==> src/rtl/joy_db15_tx_if.sv <==
// Serial link between a DB15 joystick reader and the adapter it polls.
//   joy_clk  : shift clock, driven by the reader
//   joy_load : active-low parallel load, driven by the reader
//   joy_data : active-low serial data, driven by the adapter
// Modports: master = reader side, slave = adapter side.
interface joy_db15_tx_if;
    logic joy_clk;
    logic joy_load;
    logic joy_data;

    modport master (
        output joy_clk,
        output joy_load,
        input  joy_data
    );

    modport slave (
        input  joy_clk,
        input  joy_load,
        output joy_data
    );
endinterface

==> src/rtl/joy_db15_tx.sv <==
// DB15 shift-register joystick adapter emulation (responder end of the link).
// Serialises {joystick2, joystick1} LSB-first, inverted to line polarity, in
// response to the reader's load and shift strobes.
// Ports:
//   clk, reset  : system clock (>= 4x joy_clk toggle rate), async active-high reset
//   enable      : adapter present; when low joy_data idles high and strobes are ignored
//   joystick1/2 : active-high button words, frame = {joystick2, joystick1}
//   bus         : joy_clk / joy_load in, joy_data out (slave modport)
//   frame_done  : one-cycle pulse after the last frame bit has been shifted
//   bit_count   : shifts since the last load, saturating at FRAME_BITS
//   overrun     : sticky, a shift arrived after the frame was exhausted
module joy_db15_tx #(
    parameter int unsigned FRAME_BITS  = 32,
    parameter int unsigned SYNC_STAGES = 2
) (
    input  logic                clk,
    input  logic                reset,
    input  logic                enable,
    input  logic [15:0]         joystick1,
    input  logic [15:0]         joystick2,
    joy_db15_tx_if.slave        bus,
    output logic                frame_done,
    output logic [5:0]          bit_count,
    output logic                overrun
);

    localparam int unsigned CNT_W = 6;

    typedef enum logic [1:0] {
        IDLE  = 2'd0,
        LOAD  = 2'd1,
        SHIFT = 2'd2,
        DONE  = 2'd3
    } state_t;

    state_t                  state_q, state_d;
    logic [FRAME_BITS-1:0]   sr_q, sr_d;
    logic                    data_q, data_d;
    logic [CNT_W-1:0]        cnt_q, cnt_d;
    logic                    done_q, done_d;
    logic                    ovr_q, ovr_d;

    logic [SYNC_STAGES-1:0]  clk_sync_q;
    logic [SYNC_STAGES-1:0]  load_sync_q;
    logic                    clk_prev_q;

    logic                    clk_rise_c;
    logic                    load_low_c;
    logic [FRAME_BITS-1:0]   frame_c;

    // Synchronisers for the asynchronous reader strobes; load idles high.
    always_ff @(posedge clk or posedge reset) begin
        if (reset) begin
            clk_sync_q  <= '0;
            load_sync_q <= '1;
            clk_prev_q  <= 1'b0;
        end else begin
            clk_sync_q  <= {clk_sync_q[SYNC_STAGES-2:0], bus.joy_clk};
            load_sync_q <= {load_sync_q[SYNC_STAGES-2:0], bus.joy_load};
            clk_prev_q  <= clk_sync_q[SYNC_STAGES-1];
        end
    end

    assign clk_rise_c = clk_sync_q[SYNC_STAGES-1] & ~clk_prev_q;
    assign load_low_c = ~load_sync_q[SYNC_STAGES-1];

    // Frame word in line polarity (0 = pressed), truncated to the frame length.
    assign frame_c = ~FRAME_BITS'({joystick2, joystick1});

    // State and datapath registers.
    always_ff @(posedge clk or posedge reset) begin
        if (reset) begin
            state_q <= IDLE;
            sr_q    <= '1;
            data_q  <= 1'b1;
            cnt_q   <= '0;
            done_q  <= 1'b0;
            ovr_q   <= 1'b0;
        end else begin
            state_q <= state_d;
            sr_q    <= sr_d;
            data_q  <= data_d;
            cnt_q   <= cnt_d;
            done_q  <= done_d;
            ovr_q   <= ovr_d;
        end
    end

    // Next-state and next-datapath logic. Load wins over a coincident shift
    // edge, and a low load reloads the register every cycle like a 74165.
    always_comb begin
        state_d = state_q;
        sr_d    = sr_q;
        data_d  = data_q;
        cnt_d   = cnt_q;
        done_d  = 1'b0;
        ovr_d   = ovr_q;

        if (!enable) begin
            state_d = IDLE;
            sr_d    = '1;
            data_d  = 1'b1;
            cnt_d   = '0;
        end else if (load_low_c) begin
            state_d = LOAD;
            sr_d    = frame_c;
            data_d  = frame_c[0];
            cnt_d   = '0;
            ovr_d   = 1'b0;
        end else begin
            case (state_q)
                IDLE: begin
                    data_d = 1'b1;
                end
                LOAD, SHIFT: begin
                    state_d = SHIFT;
                    if (clk_rise_c) begin
                        sr_d   = {1'b1, sr_q[FRAME_BITS-1:1]};
                        data_d = sr_q[1];
                        cnt_d  = cnt_q + CNT_W'(1);
                        if (cnt_d == CNT_W'(FRAME_BITS)) begin
                            done_d  = 1'b1;
                            state_d = DONE;
                        end
                    end
                end
                DONE: begin
                    data_d = 1'b1;
                    if (clk_rise_c) begin
                        ovr_d = 1'b1;
                    end
                end
                default: begin
                    state_d = IDLE;
                    data_d  = 1'b1;
                end
            endcase
        end
    end

    // Disabled adapter looks like an open line (idle high).
    assign bus.joy_data = enable ? data_q : 1'b1;
    assign frame_done   = done_q;
    assign bit_count    = cnt_q;
    assign overrun      = ovr_q;

endmodule

==> src/flat_wrapper.sv <==
// flat-port wrapper written by rule: the top's interface ports become plain ports
module joy_db15_tx_flat 
#(
    parameter int unsigned FRAME_BITS  = 32,
    parameter int unsigned SYNC_STAGES = 2
)
  (clk, reset, enable, joystick1, joystick2, frame_done, bit_count, overrun, bus_joy_clk, bus_joy_load, bus_joy_data);
  joy_db15_tx_if bus_i ();
  input  logic clk;
  input  logic reset;
  input  logic enable;
  input  logic [15:0] joystick1;
  input  logic [15:0] joystick2;
  output logic frame_done;
  output logic [5:0] bit_count;
  output logic overrun;
  input wire logic [$bits(bus_i.joy_clk)-1:0] bus_joy_clk;
  input wire logic [$bits(bus_i.joy_load)-1:0] bus_joy_load;
  output wire logic [$bits(bus_i.joy_data)-1:0] bus_joy_data;
  assign bus_i.joy_clk = bus_joy_clk;
  assign bus_i.joy_load = bus_joy_load;
  assign bus_joy_data = bus_i.joy_data;
  joy_db15_tx #(.FRAME_BITS(FRAME_BITS), .SYNC_STAGES(SYNC_STAGES)) u_core (.clk(clk), .reset(reset), .enable(enable), .joystick1(joystick1), .joystick2(joystick2), .bus(bus_i), .frame_done(frame_done), .bit_count(bit_count), .overrun(overrun));
endmodule
==> config.mk <==
export PLATFORM = sky130hd
export DESIGN_NAME = joy_db15_tx_flat
export DESIGN_NICKNAME = d
export VERILOG_FILES = /design/src/rtl/joy_db15_tx_if.sv /design/src/rtl/joy_db15_tx.sv /design/src/flat_wrapper.sv
export SDC_FILE = /design/constraint.sdc
export NUM_CORES = 1
export LEC_CHECK = 0
export ABC_AREA = 1
export BUFFER_PORTS_ARGS = -buffer_cell sky130_fd_sc_hd__buf_2
export CORE_AREA = 2 2 73 75
export DETAILED_ROUTE_END_ITERATION = 10
export DIE_AREA = 0 0 75 77
export PLACE_DENSITY_LB_ADDON = 0.08
export SLEW_MARGIN = 20
export SYNTH_ARGS = -nofsm -noshare
export SYNTH_HDL_FRONTEND = slang
export SYNTH_SLANG_ARGS = --single-unit
==> constraint.sdc <==
create_clock -name clk -period 1.7 [get_ports clk]
set_input_delay 0.085 -clock clk [delete_from_list [all_inputs] [get_ports clk]]
set_output_delay 0.085 -clock clk [all_outputs]
set_load 0.01 [all_outputs]
==> metrics.md <==
| Metric | Value |
|---|---|
| Status | `complete, no violations` |
| Yosys cell types | `30` |
| I/O Buffers | `45` |
| Leakage power | `1.17 nW` |
| Post-synth EDFFs | `0` |
| CP max FO | `63` |
| Syn-to-layout area delta | `13.6%` |
| Remaining Overflow, GRT | `0` |
| Mapped Area | `2430 um2` |
| Fill cell count | `477` |
| Chip height | `77 um` |
| CTS tree | `built` |
| Max_cap viols | `0` |
| Clk sinks | `47` |
| Row count | `26` |
| Nets@finish | `333` |
| Share of layout cells above drive strength 1 | `52.0%` |
| Post-synth top area share | `36.7%` |
| Max-slew violation count | `0` |
| Vias/cell | `4.83` |
| CTS H-tree lvls | `2` |
| DR iter-0 viols | `68` |
| DIE AREA | `5780 um2` |
| GRT Total Usage | `17.3%` |
| Total CTS buffers | `5` |
| RD Place Congestion | `0.748` |
| Worst VDD drop | `0.495 mV` |
| Crit path time final | `1.54 ns` |
| Crit start category | `flop` |
| Final-report hold violation count | `0` |
| Hold slack | `0.0122 ns` |
| Count of final setup violators | `0` |
| Worst Path Arrival | `1.78 ns` |
| WL per Instance | `12.1 um` |
| Via count | `1757` |
| Master cell of the clock root buffer | `clkbuf_8` |
| Number of antenna-violating nets in the routed design | `0` |
| Initial Utilization | `48.9%` |
| Rel. slew slack | `61.5%` |
| I/O pin count | `46` |
| First-pass GRT wire length | `7670 um` |
| Pwr Density | `843 nW/um2` |
| TNS Setup | `0 ns` |
| Clock buffer depth | `2` |
| Mean Syn Cell Area | `9.93 um2` |
| Later-pin clock latency in the skew report | `0.30 ns` |
| Antenna violations before repair | `0` |
| Post-synth top area cell | `dfstp_2` |
| YS warnings | `0` |
| Slew @ Worst Pin | `0.578 ns` |
| Number of global-route vias before repair | `1733` |
| Post-DP HPWL | `2880 um` |
| Core ar. | `4980 um2` |
| Crit end category | `flop` |
| Setup Crit Path Kind | `reg2reg` |
| Register area share after synthesis | `50.1%` |
| Synth Net Count | `285` |
| Final period util | `90.6%` |
| Share of synthesized registers carrying an async set or reset | `100%` |
| # diodes | `0` |
| Post_cts resized | `0` |
| Post-Synthesis Cells | `245` |
| Synth area leaders | `dfstp_2 37%, dfrtp_1 13%, o21ai_2 12%` |
| Hold Crit Class | `in2reg` |
| 1st-pass router iterations | `4` |
| Slack of the worst reg-to-reg path | `0.16 ns` |
| Top_reg_cell synth | `dfstp_2` |
| Reg clk slew, reported paths | `0.09 ns` |
| Yosys reg bits | `47` |
| Die Wd | `75 um` |
| Largest net degree at the start of global routing | `64` |
| F_max | `649 MHz` |
| RSZ-0062 raised after global routing | `false` |
| Final WL | `4400 um` |
| DRC viols | `0` |
| Skew final | `0.00757 ns` |
| Crit path required time | `1.94 ns` |
==> through the flow <==
step	util, %	total power, mW	area [um2]	setup WS [ns]	cells
3_3_place_gp	53.0	1.67	2640	0.210	352
5_1_grt	55.6	2.47	2770	0.0312	364
4_1_cts	55.6	2.38	2770	0.134	364
2_1_floorplan	-	1.61	2430	0.348	245
6_report	55.6	2.33	2770	0.160	364
3_5_place_dp	53.0	1.68	2640	0.161	352
==> synthesized netlist by cell type (2+ instances only) <==
master / number
nor2_1: 9
a21oi_1: 2
nand3_1: 4
nand2_2: 22
o21ai_0: 33
clkbuf_1: 2
dfrtp_1: 13
dfstp_2: 34
o21ai_2: 32
buf_8: 3
inv_1: 10
nand2_1: 56
nand4_1: 2
buf_4: 3
ha_1: 3
buf_12: 3
==> cells in the final DEF, fill, tap and decap left out <==
cell type / instances
a21oi_1: 2
a22o_1: 1
a31oi_1: 1
a41oi_1: 1
buf_2: 45
buf_4: 4
clkbuf_8: 5
clkinv_2: 1
clkinv_4: 1
clkinvlp_4: 2
dfrtp_1: 13
dfstp_2: 34
dlygate4sd3_1: 4
ha_1: 3
inv_1: 9
inv_12: 1
inv_2: 2
nand2_1: 56
nand2_2: 22
nand2_4: 1
nand2_8: 1
nand3_1: 4
nand3_4: 1
nand4_1: 2
nor2_1: 9
nor2_2: 1
o21ai_0: 33
o21ai_2: 32
o22ai_1: 1
o31ai_1: 1
xnor2_1: 1
==> final cells by class <==
type,count,area [um2],share of cell area [%]
Tap cell,70,87.6,3.17
Timing Repair Buffer,53,295,10.7
Clock buffer,5,68.8,2.49
Sequential cell,47,1220,44.1
Multi-Input combinational cell,173,1010,36.5
Clock inverter,3,20.0,0.724
Inverter,13,66.3,2.40
==> critical path, cell delays in order, from the launching register on <==
cell and delay [ns]:
dfrtp_1 0.40, ha_1 0.37, nand3_4 0.15, nand2_8 0.09, inv_12 0.26, nand2_1 0.11
o21ai_2 0.07
==> routing by layer <==
metal  vias up  track usage [%]  wire length, um
met5         -                0                0
met4         0             7.32               57
met3         4             4.86              212
met2        39             25.5             1960
met1       802             23.6             2170
li1        912                -                -
==> flip-flops by register name (all words and copies together), names as in the netlist <==
| signal | cells |
|---|---|
| u_core.sr_q | 31 |
| u_core.bit_count | 6 |
| u_core.clk_sync_q | 2 |
| u_core.load_sync_q | 2 |
| u_core.state_q | 2 |
| u_core.clk_prev_q | 1 |
| u_core.data_q | 1 |
| u_core.frame_done | 1 |
| u_core.overrun | 1 |
==> what timing repair did <==
action,in CTS,in global routing
hold buffers,4,0
buffers inserted,0,0
hold endpoints to repair,16,0
==> cells by family after synthesis <==
| group | Yosys count | synth area share (%) |
|---|---|---|
| adder cells (fa/ha/maj) | 3 | 1.54 |
| AND/OR/NAND/NOR | 97 | 19.3 |
| AO/OA/AOI/OAI | 72 | 20.3 |
| buffers and inverters | 25 | 8.48 |
| flip-flops | 47 | 50.1 |
| XOR/XNOR | 1 | 0.360 |
==> where the power goes <==
group          switching [mW]  internal, mW
Clock                   0.385         0.286
Combinational           0.191         0.133
Sequential             0.0586          1.28
==> final timing paths <==
path / from / end / cells after the start
max in group asynchronous: reset / u_core.sr_q[25] / 4
min in group asynchronous: reset / u_core.bit_count[0] / 4
worst max-delay path: u_core.state_q[0] / u_core.sr_q[5] / 6
worst min register to register: u_core.load_sync_q[0] / u_core.load_sync_q[1] / 0
worst min-delay path: joystick1[0] / u_core.data_q / 4
worst max register to register: u_core.state_q[0] / u_core.sr_q[5] / 6
(Power assumes the default switching activity.)
